==> src/rtl/fml_rr_arb4_pkg.sv <==
// Shared constants, types and helpers for the four-master FML arbiter.
package fml_rr_arb4_pkg;

    localparam int unsigned FML_DW        = 16;
    localparam int unsigned FML_SW        = 2;
    localparam int unsigned FML_NMASTERS  = 4;
    localparam int unsigned FML_BURST_LEN = 4;
    localparam int unsigned FML_GW        = $clog2(FML_NMASTERS);

    typedef logic [FML_GW-1:0]       fml_gnt_t;
    typedef logic [FML_NMASTERS-1:0] fml_mask_t;

    // Master index 'step' positions after 'base' in circular order.
    function automatic fml_gnt_t fml_rr_next(fml_gnt_t base, int unsigned step);
        return fml_gnt_t'(32'(base) + step);
    endfunction

endpackage

==> src/rtl/fml_rr_arb4_if.sv <==
// One FML link: request/write-data from the master side, ack/read-data back.
interface fml_rr_arb4_if #(
    parameter int unsigned AdrW = 25
) ();
    import fml_rr_arb4_pkg::*;

    logic [AdrW-1:0]   adr;
    logic              stb;
    logic              we;
    logic [FML_SW-1:0] sel;
    logic [FML_DW-1:0] wdat;
    logic [FML_DW-1:0] rdat;
    logic              ack;

    modport master (output adr, stb, we, sel, wdat, input ack, rdat);
    modport slave  (input adr, stb, we, sel, wdat, output ack, rdat);

endinterface

==> src/rtl/fml_rr_arb4_pick.sv <==
// Combinational round-robin picker: first requester after last_i in circular order.
module fml_rr_arb4_pick
    import fml_rr_arb4_pkg::*;
(
    input  fml_mask_t req_i,
    input  fml_gnt_t  last_i,
    input  fml_mask_t excl_i,
    output fml_gnt_t  winner_o,
    output logic      any_o
);

    fml_gnt_t cand;

    // last_i itself is visited last, so a lone requester keeps the grant.
    always_comb begin
        winner_o = last_i;
        any_o    = 1'b0;
        cand     = last_i;
        for (int unsigned k = 1; k <= FML_NMASTERS; k++) begin
            cand = fml_rr_next(last_i, k);
            if (!any_o && req_i[cand] && !excl_i[cand]) begin
                winner_o = cand;
                any_o    = 1'b1;
            end
        end
    end

endmodule

==> src/rtl/fml_rr_arb4.sv <==
// Four-master FML arbiter: round-robin grant with optional m0 priority, plus
// write-burst tracking so beats 1..N-1 stay with the acked master.
module fml_rr_arb4
    import fml_rr_arb4_pkg::*;
#(
    parameter int unsigned fml_depth = 25,
    parameter int unsigned burst_len = FML_BURST_LEN,
    parameter bit          hi_prio0  = 1'b1
) (
    input  logic              sys_clk,
    input  logic              sys_rst_n,
    fml_rr_arb4_if.slave      m0,
    fml_rr_arb4_if.slave      m1,
    fml_rr_arb4_if.slave      m2,
    fml_rr_arb4_if.slave      m3,
    fml_rr_arb4_if.master     s,
    output logic [FML_GW-1:0] grant
);

    localparam int unsigned     CntW    = $clog2(burst_len);
    localparam logic [CntW-1:0] CntLoad = CntW'(burst_len - 1);

    logic [fml_depth-1:0] m_adr [FML_NMASTERS];
    logic [FML_SW-1:0]    m_sel [FML_NMASTERS];
    logic [FML_DW-1:0]    m_di  [FML_NMASTERS];
    fml_mask_t            m_stb;
    fml_mask_t            m_we;

    fml_gnt_t        grant_d, grant_q;
    fml_gnt_t        wmaster_d, wmaster_q;
    logic [CntW-1:0] burst_cnt_d, burst_cnt_q;
    fml_gnt_t        winner;
    fml_mask_t       excl;
    logic            any_req;
    logic            arb_point;
    logic            wr_start;

    assign m_adr[0] = m0.adr;
    assign m_adr[1] = m1.adr;
    assign m_adr[2] = m2.adr;
    assign m_adr[3] = m3.adr;
    assign m_sel[0] = m0.sel;
    assign m_sel[1] = m1.sel;
    assign m_sel[2] = m2.sel;
    assign m_sel[3] = m3.sel;
    assign m_di[0]  = m0.wdat;
    assign m_di[1]  = m1.wdat;
    assign m_di[2]  = m2.wdat;
    assign m_di[3]  = m3.wdat;
    assign m_stb    = {m3.stb, m2.stb, m1.stb, m0.stb};
    assign m_we     = {m3.we, m2.we, m1.we, m0.we};

    assign s.adr  = m_adr[grant_q];
    assign s.stb  = m_stb[grant_q];
    assign s.we   = m_we[grant_q];
    assign s.sel  = m_sel[grant_q];
    // Beat 0 comes from the granted master, later beats from the burst owner.
    assign s.wdat = (burst_cnt_q == '0) ? m_di[grant_q] : m_di[wmaster_q];

    assign m0.ack  = (grant_q == fml_gnt_t'(0)) & s.ack;
    assign m1.ack  = (grant_q == fml_gnt_t'(1)) & s.ack;
    assign m2.ack  = (grant_q == fml_gnt_t'(2)) & s.ack;
    assign m3.ack  = (grant_q == fml_gnt_t'(3)) & s.ack;
    assign m0.rdat = s.rdat;
    assign m1.rdat = s.rdat;
    assign m2.rdat = s.rdat;
    assign m3.rdat = s.rdat;
    assign grant   = grant_q;

    assign arb_point = ~m_stb[grant_q] | s.ack;
    assign wr_start  = m_we[grant_q] & s.ack;

    // m0 finishing a transaction yields to anyone else waiting.
    always_comb begin
        excl    = '0;
        excl[0] = (grant_q == '0) & s.ack & (|m_stb[FML_NMASTERS-1:1]);
    end

    fml_rr_arb4_pick u_pick (
        .req_i   (m_stb),
        .last_i  (grant_q),
        .excl_i  (excl),
        .winner_o(winner),
        .any_o   (any_req)
    );

    always_comb begin
        grant_d = grant_q;
        if (arb_point) begin
            if (hi_prio0 && m_stb[0] && (grant_q != '0)) begin
                grant_d = '0;
            end else if (any_req) begin
                grant_d = winner;
            end
        end
    end

    // A new write ack always reloads, even mid-burst.
    always_comb begin
        wmaster_d   = wmaster_q;
        burst_cnt_d = burst_cnt_q;
        if (wr_start) begin
            wmaster_d   = grant_q;
            burst_cnt_d = CntLoad;
        end else if (burst_cnt_q != '0) begin
            burst_cnt_d = burst_cnt_q - CntW'(1);
        end
    end

    always_ff @(posedge sys_clk or negedge sys_rst_n) begin
        if (!sys_rst_n) begin
            grant_q     <= '0;
            wmaster_q   <= '0;
            burst_cnt_q <= '0;
        end else begin
            grant_q     <= grant_d;
            wmaster_q   <= wmaster_d;
            burst_cnt_q <= burst_cnt_d;
        end
    end

endmodule

==> src/flat_wrapper.sv <==
// flat-port wrapper written by rule: the top's interface ports become plain ports
module fml_rr_arb4_flat import fml_rr_arb4_pkg::*;
#(
    parameter int unsigned fml_depth = 25,
    parameter int unsigned burst_len = FML_BURST_LEN,
    parameter bit          hi_prio0  = 1'b1
)
  (sys_clk, sys_rst_n, grant, m0_adr, m0_stb, m0_we, m0_sel, m0_wdat, m0_ack, m0_rdat, m1_adr, m1_stb, m1_we, m1_sel, m1_wdat, m1_ack, m1_rdat, m2_adr, m2_stb, m2_we, m2_sel, m2_wdat, m2_ack, m2_rdat, m3_adr, m3_stb, m3_we, m3_sel, m3_wdat, m3_ack, m3_rdat, s_adr, s_stb, s_we, s_sel, s_wdat, s_ack, s_rdat);
  fml_rr_arb4_if #(.AdrW((25))) m0_i ();
  fml_rr_arb4_if #(.AdrW((25))) m1_i ();
  fml_rr_arb4_if #(.AdrW((25))) m2_i ();
  fml_rr_arb4_if #(.AdrW((25))) m3_i ();
  fml_rr_arb4_if #(.AdrW((25))) s_i ();
  input  logic sys_clk;
  input  logic sys_rst_n;
  output logic [FML_GW-1:0] grant;
  input wire logic [$bits(m0_i.adr)-1:0] m0_adr;
  input wire logic [$bits(m0_i.stb)-1:0] m0_stb;
  input wire logic [$bits(m0_i.we)-1:0] m0_we;
  input wire logic [$bits(m0_i.sel)-1:0] m0_sel;
  input wire logic [$bits(m0_i.wdat)-1:0] m0_wdat;
  output wire logic [$bits(m0_i.ack)-1:0] m0_ack;
  output wire logic [$bits(m0_i.rdat)-1:0] m0_rdat;
  input wire logic [$bits(m1_i.adr)-1:0] m1_adr;
  input wire logic [$bits(m1_i.stb)-1:0] m1_stb;
  input wire logic [$bits(m1_i.we)-1:0] m1_we;
  input wire logic [$bits(m1_i.sel)-1:0] m1_sel;
  input wire logic [$bits(m1_i.wdat)-1:0] m1_wdat;
  output wire logic [$bits(m1_i.ack)-1:0] m1_ack;
  output wire logic [$bits(m1_i.rdat)-1:0] m1_rdat;
  input wire logic [$bits(m2_i.adr)-1:0] m2_adr;
  input wire logic [$bits(m2_i.stb)-1:0] m2_stb;
  input wire logic [$bits(m2_i.we)-1:0] m2_we;
  input wire logic [$bits(m2_i.sel)-1:0] m2_sel;
  input wire logic [$bits(m2_i.wdat)-1:0] m2_wdat;
  output wire logic [$bits(m2_i.ack)-1:0] m2_ack;
  output wire logic [$bits(m2_i.rdat)-1:0] m2_rdat;
  input wire logic [$bits(m3_i.adr)-1:0] m3_adr;
  input wire logic [$bits(m3_i.stb)-1:0] m3_stb;
  input wire logic [$bits(m3_i.we)-1:0] m3_we;
  input wire logic [$bits(m3_i.sel)-1:0] m3_sel;
  input wire logic [$bits(m3_i.wdat)-1:0] m3_wdat;
  output wire logic [$bits(m3_i.ack)-1:0] m3_ack;
  output wire logic [$bits(m3_i.rdat)-1:0] m3_rdat;
  output wire logic [$bits(s_i.adr)-1:0] s_adr;
  output wire logic [$bits(s_i.stb)-1:0] s_stb;
  output wire logic [$bits(s_i.we)-1:0] s_we;
  output wire logic [$bits(s_i.sel)-1:0] s_sel;
  output wire logic [$bits(s_i.wdat)-1:0] s_wdat;
  input wire logic [$bits(s_i.ack)-1:0] s_ack;
  input wire logic [$bits(s_i.rdat)-1:0] s_rdat;
  assign m0_i.adr = m0_adr;
  assign m0_i.stb = m0_stb;
  assign m0_i.we = m0_we;
  assign m0_i.sel = m0_sel;
  assign m0_i.wdat = m0_wdat;
  assign m0_ack = m0_i.ack;
  assign m0_rdat = m0_i.rdat;
  assign m1_i.adr = m1_adr;
  assign m1_i.stb = m1_stb;
  assign m1_i.we = m1_we;
  assign m1_i.sel = m1_sel;
  assign m1_i.wdat = m1_wdat;
  assign m1_ack = m1_i.ack;
  assign m1_rdat = m1_i.rdat;
  assign m2_i.adr = m2_adr;
  assign m2_i.stb = m2_stb;
  assign m2_i.we = m2_we;
  assign m2_i.sel = m2_sel;
  assign m2_i.wdat = m2_wdat;
  assign m2_ack = m2_i.ack;
  assign m2_rdat = m2_i.rdat;
  assign m3_i.adr = m3_adr;
  assign m3_i.stb = m3_stb;
  assign m3_i.we = m3_we;
  assign m3_i.sel = m3_sel;
  assign m3_i.wdat = m3_wdat;
  assign m3_ack = m3_i.ack;
  assign m3_rdat = m3_i.rdat;
  assign s_adr = s_i.adr;
  assign s_stb = s_i.stb;
  assign s_we = s_i.we;
  assign s_sel = s_i.sel;
  assign s_wdat = s_i.wdat;
  assign s_i.ack = s_ack;
  assign s_i.rdat = s_rdat;
  fml_rr_arb4 #(.fml_depth(fml_depth), .burst_len(burst_len), .hi_prio0(hi_prio0)) u_core (.sys_clk(sys_clk), .sys_rst_n(sys_rst_n), .m0(m0_i), .m1(m1_i), .m2(m2_i), .m3(m3_i), .s(s_i), .grant(grant));
endmodule
==> config.mk <==
export PLATFORM = sky130hd
export DESIGN_NAME = fml_rr_arb4_flat
export DESIGN_NICKNAME = d
export VERILOG_FILES = /design/src/rtl/fml_rr_arb4_pkg.sv /design/src/rtl/fml_rr_arb4_if.sv /design/src/rtl/fml_rr_arb4_pick.sv /design/src/rtl/fml_rr_arb4.sv /design/src/flat_wrapper.sv
export SDC_FILE = /design/constraint.sdc
export NUM_CORES = 1
export LEC_CHECK = 0
export ABC_AREA = 1
export CORE_AREA = 2 2 122 124
export CTS_CLUSTER_SIZE = 16
export DETAILED_ROUTE_END_ITERATION = 8
export DIE_AREA = 0 0 124 126
export DONT_BUFFER_PORTS = 1
export GPL_TIMING_DRIVEN = 0
export PLACE_DENSITY = 0.38
export SYNTH_ARGS = -nofsm -noshare
export SYNTH_HDL_FRONTEND = slang
export SYNTH_SLANG_ARGS = --single-unit
export TNS_END_PERCENT = 30
==> constraint.sdc <==
create_clock -name sys_clk -period 3.2 [get_ports sys_clk]
set_input_delay 0.8 -clock sys_clk [delete_from_list [all_inputs] [get_ports sys_clk]]
set_output_delay 0.8 -clock sys_clk [all_outputs]
set_load 0.1 [all_outputs]
== Yosys cells after proc, flatten, opt, wreduce, memory -nomap -nowiden ==
Cells that the tools add are included.

* Equality and inequality tests: 3
* Mux-type cells: 45
* Bitwise gates (word level): 10
* Reduce and logical (&&, ||, !) cells: 24
* Add/subtract/negate cells: 5
* Order comparisons: 7

{| class="wikitable"
|+ Operator list
! kind !! count
|-
| 16-bit two-way mux || 5
|-
| 16-bit binary-select mux with 2-bit select || 2
|-
| 25-bit binary-select mux with 2-bit select || 1
|-
| 25-bit two-way mux || 2
|-
| 1-bit binary-select mux with 2-bit select || 10
|-
| 2-bit two-way mux || 10
|-
| 2-bit by 3-bit less-than comparator with 1-bit output (second input constant) || 5
|-
| 1-bit two-way mux || 14
|-
| 1-bit logical AND || 8
|-
| 2-bit nonzero test || 4
|-
| 1-bit zero test || 7
|-
| 1-bit AND || 6
|-
| 3-bit >= comparator (second input constant) || 2
|-
| 2-bit NOT with 3-bit output || 2
|-
| 5-bit nonzero test || 1
|-
| 2-bit by 1-bit adder with 2-bit output (second input constant) || 2
|-
| 2-bit adder (second input constant) || 2
|-
| 2-bit binary-select mux with 2-bit select || 1
|-
| 2-bit == test (second input constant) || 2
|-
| 2-bit zero test || 2
|-
| 3-bit AND reduction || 1
|-
| 3-bit OR reduction || 1
|-
| 2-bit by 1-bit == test with 1-bit output (second input constant) || 1
|-
| 2-bit by 1-bit subtractor with 2-bit output (second input constant) || 1
|-
| 2 further kinds || 2
|}

* Input bits: 199
* Logic and storage cells: 97
* Flip-flop bits (word level): 6

== Longest topological paths before layout ==
Gate-level depths: netlist of run 1.

* Depth after elaboration: 22
* Mapped depth: 16
* Gate-level depth less buffers: 14

== Hierarchy ==
Synthesis of run 1 repeated with hierarchy kept, for this count alone.

* Cells, all modules: 514
* Area, all modules: 2816.5 um2

{| class="wikitable"
|+ Modules (own cells, without submodules)
! module !! cells an instance !! area an instance (um2) !! seq. area each (um2) !! times used
|-
| fml_rr_arb4 || 460 || 2544.9 || 150.1 || 1
|-
| fml_rr_arb4_pick || 54 || 271.5 || 0.0 || 1
|}

== Worst setup path before layout of run 1 ==
No wires, ideal clock.

* Kind: flip-flop to output port
* Start point: register u_core.grant_q[0], in the netlist u_core.grant[0]
* End point: output port s_wdat[0]
* Setup slack: -986 ps
* Arrival time: 3386 ps
* Cell stages (with the launch flop): 6
* Path through: dfrtp_1 buf_6 buf_4 buf_2 o21ai_0 a31oi_1

* Word-level cells in the longest chain between the ends: 5

{| class="wikitable"
|+ RTL lines
! item !! RTL line !! source
|-
| start: declaration || fml_rr_arb4.sv:29 || <nowiki>fml_gnt_t grant_d, grant_q;</nowiki>
|-
| start signal: assignment || fml_rr_arb4.sv:116 || <nowiki>grant_q <= grant_d;</nowiki>
|-
| 2-bit NOT with 3-bit output (implied by the code) || fml_rr_arb4.sv:58 || <nowiki>assign s.wdat = (burst_cnt_q == '0) ? m_di[grant_q] : m_di[wmaster_q];</nowiki>
|-
| 16-bit binary-select mux with 2-bit select || fml_rr_arb4.sv:58 ||
|-
| 16-bit two-way mux (implied by the code) (2 in series) || fml_rr_arb4.sv:58 ||
|-
| 16-bit two-way mux || fml_rr_arb4.sv:58 ||
|-
| end: declaration || flat_wrapper.sv:49 || <nowiki>output wire logic [$bits(s_i.wdat)-1:0] s_wdat;</nowiki>
|}

Every way passes these cells. The select of a mux whose other input is x is not followed.

== Worst setup path after layout of run 1 ==
* Start point: register u_core.grant_q[0], in the netlist u_core.grant[0]
* End point: output port s_wdat[9]

The elaborated chain is that of the path after synthesis.

==> reports/metrics.cfg, run 1 <==
[drt]
drt-total-wl_um=15500
vias_per_cell=5.17
drtAntennaViolNets=0
post_drt_wl_per_cell_um=20.7
drt_iter0_drc=156
vias=3875
drc=0
drtPass1Iterations=5

[global_route]
grt_antenna_before_repair=1
grt_pass1_wl_um=22100
grt_max_degree=12
track_usage_pct=18.2
grt_pass1_vias=3792
grt_overflow=0

[synthesis]
ys_top_cells_by_area=o21ai_0 (22%), buf_4 (17%), nor2_1 (16%)
yosysTopAreaCellShare_pct=21.9
syn_area_sq_um=2990
synth_flop_cell=dfrtp_1
synth_seq_cells=6
synth_top_area_cell=o21ai_0
async_flop_share_pct=100
syn_area_per_cell_sq_um=5.33
synth-warning-count=0
synthesis.nets=765
synth_seq_area_share_pct=5.03
synth-edff-count=0
yosysMostFrequentCell=o21ai_0
yosys.cell_types.count=26
syn_inst=561
yosys-top-cells-count=o21ai_0 (131), nor2_1 (130), buf_4 (68), a21oi_1 (33), inv_1 (32)

[layout]
fin_util_pct=28.1
areaGrowthSynthToFinish_pct=34.6
drive_gt1_share_pct=30.6
fin_cells=750
fin_nets=771

[run]
maxCapViolations=0

[timing]
finalSetupViolCount=0
rsz0062_at_grt=true
drv_slew=0
slew_headroom_pct=20.6
worstMarginPinSlew_ps=1190
fin_ws_ps=18.3
hold_viol_final=0
period_needed_ps=3180
finClkSkew_ps=0.304
post-route-period-util_pct=99.4
fmax_mhz=314
hold_slack_ps=269

[floorplan]
row_count=44
core_area_sq_um=14300
pin_count=314
die_area_sq_um=15600
start_util_pct=20.9
die_h_um=126
fp.dieW_um=124

[placed_design]
dp_hpwl_um=12300
portBuffers=0
pre_cts_ws_ps=-642
finalWeightedCongestion=0.813
place_inst=745

[cts]
htreeDepth=1
tritoncts=yes
numCtsBuffers=3
path_clk_slew_ps=30
clock-sinks=6
cts.path.max_buffers=2
cts_root_buf=clkbuf_16
clock_latency_ps=230

[critical_path]
crit_path_cell_trace=clkbuf_1 > o21ai_0 > a31oi_4
slowest_delay_ps=690
endpoint_kind=output pin
worstSetupStartpointType=flip-flop
r2r_start=u_core.grant[0]$_DFFE_PN0P_
crit_path_max_fanout=10
reg2reg_depth=16
timing.rr.end=u_core.grant[1]$_DFFE_PN0P_
r2r_slack_ps=220
critPathKind=reg2out
worstPathArrival_ps=2380
cp_slowest_cell=a31oi_4
cp.required_ps=2400

[worst_hold_path]
hold_path_class=in2async

[outcome]
status=finished clean

## timing repair
item                                    in CTS  in global routing
endpoints found under the setup margin      49                 33
hold buffers                                 0                  0
resized for setup                           77                 19
pin swaps                                   20                 17
setup buffers                                2                  0
## state kept, by name (all words and copies together), names as in the netlist
register and cells:
u_core.burst_cnt_q 2, u_core.grant 2, u_core.wmaster_q 2
## logic make-up after synthesis
logic type,count (synthesis),synth area share (%)
fa+ha+maj,5,2.09
flops,6,5.02
simple gates,187,26.2
compound gates,219,39.1
buf+inv,143,27.3
xor+xnor,1,0.293
## cells in the final DEF (no fill, tap or decap), drive strengths merged
cell type and count:
xor2 1, nand4 2, inv 34, dfrtp 6, clkinvlp 2, clkbuf 24
diode 1, nand2 41, o22ai 28, o211ai 2, a31oi 16, ha 5
o21ai 140, buf 87, nand3 12, nor2 132, a21oi 33
## layer usage
metal	routed length (um)	part of all wire (%)	GRT usage (%)	up-vias
met4	134	0.86	2.91	0
met1	6140	40	22.3	1805
met3	1420	9.1	3.44	12
li1	-	-	-	1843
met5	0	0	0	-
met2	7840	50	33.1	215
## critical path: cells and delay by family, from the launching register on
kind	cells	cell delay, ps
AOI/OAI and AO/OA	2	960
buffers and inverters	1	500
DFF	1	680
## final cells by class
cell class / instances / area, sq um
well taps: 184 / 230
plain buffers: 106 / 743
fillers: 1650 / 10300
diodes: 1 / 2.50
multi-input cells: 412 / 2650
inverters: 36 / 148
repair buffers: 2 / 12.5
clock buffers: 3 / 75.1
flip-flops and latches: 6 / 158
## stage by stage
step / instance area [sq um] / setup TNS [ps]
5_1_grt: 4020 / -140
2_1_floorplan: 3390 / -24.6
3_3_place_gp: 3620 / -15000
4_1_cts: 4000 / -0.0617
6_report: 4020 / 0
3_5_place_dp: 3620 / -14810
## worst max path at each step
stage | slack [ps] | depth (start not counted) | end | from
3_5_place_dp | -640 | 15 | u_core.grant[1]$_DFFE_PN0P_ | u_core.grant[0]$_DFFE_PN0P_
6_report | 20 | 3 | s_wdat[9] | u_core.grant[0]$_DFFE_PN0P_
2_1_floorplan | -10 | 6 | s_wdat[2] | u_core.grant[0]$_DFFE_PN0P_
5_1_grt | -30 | 6 | s_wdat[0] | u_core.grant[0]$_DFFE_PN0P_
4_1_cts | -0.06 | 4 | s_adr[18] | u_core.grant[1]$_DFFE_PN0P_
3_3_place_gp | -630 | 15 | u_core.grant[1]$_DFFE_PN0P_ | u_core.grant[0]$_DFFE_PN0P_
Power of run 1 is left out: the tool's default activity adds up to more than one toggle a clock period on the data nets, which glitch-free logic cannot reach.
==> inputs of run 2 (changes only) <==
==> constraint.sdc (replaced) <==
create_clock -name sys_clk -period 4.1 [get_ports sys_clk]
set_input_delay 1.025 -clock sys_clk [delete_from_list [all_inputs] [get_ports sys_clk]]
set_output_delay 1.025 -clock sys_clk [all_outputs]
set_load 0.1 [all_outputs]
==> reports/metrics.cfg, run 2 (same netlist as run 1, synthesis figures left out) <==
[drt]
wl_met1_um=6430  ; was 6140 um
drt_iter0_drc=283  ; was 156
met3_wirelength_um=1450  ; was 1420 um
vias_per_cell=5.32  ; was 5.17
vias=3987  ; was 3875
routed-wl-met2_um=8150  ; was 7840 um
drtPass1Iterations=5  ; unchanged
drc=0  ; unchanged
drt-total-wl_um=16100  ; was 15500 um
post_drt_wl_per_cell_um=21.5  ; was 20.7 um
drtAntennaViolNets=0  ; unchanged
top_layer=met5  ; was met4

[floorplan]
die_area_sq_um=15600  ; unchanged
core_area_sq_um=14300  ; unchanged
fp.dieW_um=124  ; unchanged
pin_count=314  ; unchanged
start_util_pct=20.9  ; unchanged
row_count=44  ; unchanged
die_h_um=126  ; unchanged

[timing]
slew_headroom_pct=12.5  ; was 20.6%
hold_viol_final=0  ; unchanged
finalSetupViolCount=0  ; unchanged
post-route-period-util_pct=96.1
fmax_mhz=254
finClkSkew_ps=1.54  ; was 0.304 ps
worstMarginPinSlew_ps=1310  ; was 1190 ps
rsz0062_at_grt=false  ; was true
period_needed_ps=3940
drv_slew=0  ; unchanged

[critical_path]
r2r_start=u_core.grant[0]$_DFFE_PN0P_  ; unchanged
critPathKind=reg2out  ; unchanged
crit_path_max_fanout=10  ; unchanged
slowest_delay_ps=940  ; was 690 ps
endpoint_kind=output pin  ; unchanged
cp_slowest_cell=o22ai_2  ; was a31oi_4
critPathLaunch=u_core.grant[0]$_DFFE_PN0P_  ; unchanged
worstPathArrival_ps=2920  ; was 2380 ps
worstSetupStartpointType=flip-flop  ; unchanged
cp.required_ps=3070  ; was 2400 ps
crit_path_cell_trace=inv_2 > buf_2 > clkbuf_1 > nor2_1 > o22ai_2  ; was clkbuf_1 > o21ai_0 > a31oi_4

[worst_hold_path]
hold_path_class=in2async  ; unchanged

[global_route]
track_usage_pct=19.2  ; was 18.2%
grt_pass1_wl_um=23100  ; was 22100 um
grt_overflow=0  ; unchanged
grt_max_degree=12  ; unchanged
grt_pass1_vias=3919  ; was 3792
grt_antenna_before_repair=2  ; was 1

[cts]
tritoncts=yes  ; unchanged
clock_latency_ps=230  ; about the same
path_clk_slew_ps=30  ; about the same
numCtsBuffers=3  ; unchanged
cts_root_buf=clkbuf_16  ; unchanged
clock-sinks=6  ; unchanged
cts_setup_buffers=0  ; was 2
cts.path.max_buffers=2  ; unchanged
postCtsHoldBufs=0  ; unchanged
htreeDepth=1  ; unchanged

[layout]
areaGrowthSynthToFinish_pct=30.8  ; was 34.6%
num_antenna_cells=0  ; was 1
final_cell_mix=o21ai_0 (131), nor2_1 (130), buf_4 (68), a21oi_1 (33), inv_1 (31)  ; was nor2_1 (130), o21ai_0 (113), buf_4 (73), a21oi_1 (33), inv_1 (30)
fin_nets=772  ; was 771
mostFrequentLayoutCell=o21ai_0  ; was nor2_1
drive_gt1_share_pct=26.3  ; was 30.6%
fin_cells=750  ; unchanged

[run]
maxCapViolations=0  ; unchanged

[outcome]
status=finished clean  ; unchanged

[placed_design]
dp_hpwl_um=12800  ; was 12300 um
portBuffers=0  ; unchanged
finalWeightedCongestion=0.785  ; was 0.813
place_inst=747  ; was 745

[run 2: cell type report]
type	count	area (sq um)
sequential	6	153
tap	184	230
multi-input combinational	412	2600
timing repair buffer	2	31.3
clock buffer	3	75.1
fill	1626	10400
buffer	107	681
inverter	36	139
[run 2: final timing paths]
check / end / slack, ps / cells past startpoint
max: s_adr[15] / 160 / 5
min: u_core.grant[1]$_DFFE_PN0P_ / 490 / 0
max reg2reg: u_core.grant[1]$_DFFE_PN0P_ / 610 / 16
min reg2reg: u_core.burst_cnt_q[0]$_DFFE_PN0P_ / 510 / 2
max in group asynchronous: u_core.grant[0]$_DFFE_PN0P_ / 3530 / 0
min in group sys_clk: u_core.burst_cnt_q[0]$_DFFE_PN0P_ / 510 / 2
[run 2: worst max-delay path, delay by kind of cell, from the launching register on]
family / cells / cell delay (ps)
buf+inv: 3 / 960
compound gates: 1 / 940
flops: 1 / 680
simple gates: 1 / 100
[run 2: repair_timing]
item | 4_1_cts | 5_1_grt
pin swaps | 1 | 0
resized for setup | 35 | 6
endpoints found under the setup margin | 47 | 6
[run 2: through the flow]
stage                     TNS, ps  setup WS [ps]  hold slack [ps]  area, sq um  util [%]
final                           0            159              493         3910      27.3
after global routing            0           24.1              488         3910      27.3
after CTS                       0           24.1              492         3860      27.0
after detailed placement    -4810           -232              501         3520      24.6
after global placement     -26800           -988              504         3290      23.0
after floorplan             -5500           -247              483         3060         -
[run 2: routing by layer]
metal,track usage [%],up-vias
met3,3.80,12
met2,35.3,247
met4,3.37,2
met1,22.9,1889
met5,0,-
li1,-,1837
Power of run 2 is left out for the same reason.
==> inputs of run 3 (changes only) <==
--- a/config.mk
+++ b/config.mk
@@ -12,7 +12,9 @@
 export DIE_AREA = 0 0 124 126
 export DONT_BUFFER_PORTS = 1
 export GPL_TIMING_DRIVEN = 0
+export MAX_ROUTING_LAYER = met4
 export PLACE_DENSITY = 0.38
+export SLEW_MARGIN = 20
 export SYNTH_ARGS = -nofsm -noshare
 export SYNTH_HDL_FRONTEND = slang
 export SYNTH_SLANG_ARGS = --single-unit
==> reports/metrics.cfg, run 3 (same netlist as run 1, synthesis figures left out) <==
[timing]
fin_ws_ps=143  ; was 159 ps
worstMarginPinSlew_ps=1130  ; was 1310 ps
period_needed_ps=3960  ; was 3940 ps
rsz0062_at_grt=false  ; unchanged
post-route-period-util_pct=96.5  ; was 96.1%
fmax_mhz=253  ; was 254 MHz
timing.setup.tns_ps=0  ; unchanged
finClkSkew_ps=0.258  ; was 1.54 ps
hold_viol_final=0  ; unchanged
finalSetupViolCount=0  ; unchanged
hold_slack_ps=490  ; was 493 ps
slew_headroom_pct=24.5  ; was 12.5%
drv_slew=0  ; unchanged

[critical_path]
timing.rr.end=u_core.grant[1]$_DFFE_PN0P_  ; unchanged
worstSetupStartpointType=flip-flop  ; unchanged
critPathKind=reg2out  ; unchanged
r2r_slack_ps=580  ; was 610 ps
r2r_start=u_core.grant[0]$_DFFE_PN0P_  ; unchanged
reg2reg_depth=16  ; unchanged
worstPathArrival_ps=2930  ; was 2920 ps
crit_path_max_fanout=10  ; unchanged
endpoint_kind=output pin  ; unchanged
cp.required_ps=3070  ; about the same

[cts]
cts_root_buf=clkbuf_16  ; unchanged
cts.path.max_buffers=2  ; unchanged
clock-sinks=6  ; unchanged
cts_setup_buffers=0  ; unchanged
tritoncts=yes  ; unchanged
clock_latency_ps=230  ; about the same
htreeDepth=1  ; unchanged
numCtsBuffers=3  ; unchanged
path_clk_slew_ps=30  ; about the same

[placed_design]
pre_cts_ws_ps=-170  ; was -232 ps
finalWeightedCongestion=0.796  ; was 0.785
dp_hpwl_um=12900  ; was 12800 um
portBuffers=0  ; unchanged

[drt]
drtPass1Iterations=7  ; was 5
drt_iter0_drc=202  ; was 283
drtAntennaViolNets=0  ; unchanged
drt-total-wl_um=16200  ; was 16100 um
post_drt_wl_per_cell_um=21.5  ; about the same
drc=0  ; unchanged
vias=3967  ; was 3987
vias_per_cell=5.27  ; was 5.32

[floorplan]
start_util_pct=20.9  ; unchanged
row_count=44  ; unchanged
pin_count=314  ; unchanged
die_h_um=126  ; unchanged
fp.dieW_um=124  ; unchanged
die_area_sq_um=15600  ; unchanged
core_area_sq_um=14300  ; unchanged

[layout]
drive_gt1_share_pct=26.5  ; was 26.3%
final_cell_mix=o21ai_0 (131), nor2_1 (130), buf_4 (68), a21oi_1 (33), inv_1 (31)  ; unchanged
fin_nets=772  ; unchanged
mostFrequentLayoutCell=o21ai_0  ; unchanged
areaGrowthSynthToFinish_pct=32.2  ; was 30.8%

[global_route]
grt_antenna_before_repair=2  ; unchanged
grt_max_degree=12  ; unchanged
grt_overflow=0  ; unchanged
track_usage_pct=19.5  ; was 19.2%
grt_pass1_vias=3906  ; was 3919
grt_pass1_wl_um=22800  ; was 23100 um

[run]
maxCapViolations=0  ; unchanged

[worst_hold_path]
hold_path_class=in2async  ; unchanged

[outcome]
status=finished clean  ; unchanged

run 3: cell count changes in the layout (fill, tap and decap cells not counted), sizes merged:
cell	previous run	this run
clkbuf	27	28
diode	0	2
run 3: worst max-delay path by stage:
stage                                            from         to  slack, ps  cells after the start
after floorplan           u_core.grant[0]$_DFFE_PN0P_  s_wdat[5]       -250                      6
after global placement    u_core.grant[0]$_DFFE_PN0P_  s_adr[11]       -990                      6
after detailed placement  u_core.grant[1]$_DFFE_PN0P_  s_adr[18]       -170                      4
after CTS                 u_core.grant[0]$_DFFE_PN0P_  s_adr[20]         20                      5
after global routing      u_core.grant[1]$_DFFE_PN0P_  s_adr[23]        0.9                      4
final                     u_core.grant[0]$_DFFE_PN0P_  s_adr[23]        140                      5
run 3: stage by stage:
stage,std cells,area (sq um),util [%]
after CTS,751,3870,27.1
after detailed placement,747,3700,25.8
after floorplan,561,3060,-
after global placement,745,3290,23.0
final,753,3950,27.6
after global routing,753,3950,27.6
run 3: per-layer routing:
layer	up-vias	share of wire, %	GRT usage, %
li1	1848	-	-
met1	1860	40	22.5
met2	236	49	34.2
met3	23	9.3	3.94
met4	0	1.8	5.09
met5	-	0	-
run 3: worst max-delay path: stages (launching register included):
cell      delay (ps)
dfrtp_2          680
inv_2            230
buf_2            300
clkbuf_1         450
nor2_1           100
o22ai_2          920
run 3: repair_timing:
action,4_1_cts,5_1_grt
resized for setup,14,10
hold buffers,0,0
endpoints found under the setup margin,39,10
run 3: cell type report:
| type | instances | area [sq um] |
|---|---|---|
| Clock buffer | 4 | 78.8 |
| Tap cell | 184 | 230 |
| Sequential cell | 6 | 153 |
| Timing Repair Buffer | 2 | 31.3 |
| Antenna cell | 2 | 5.00 |
| Inverter | 36 | 139 |
| Buffer | 107 | 682 |
| Multi-Input combinational cell | 412 | 2630 |
| Fill cell | 1614 | 10400 |
Power of run 3 is left out for the same reason.
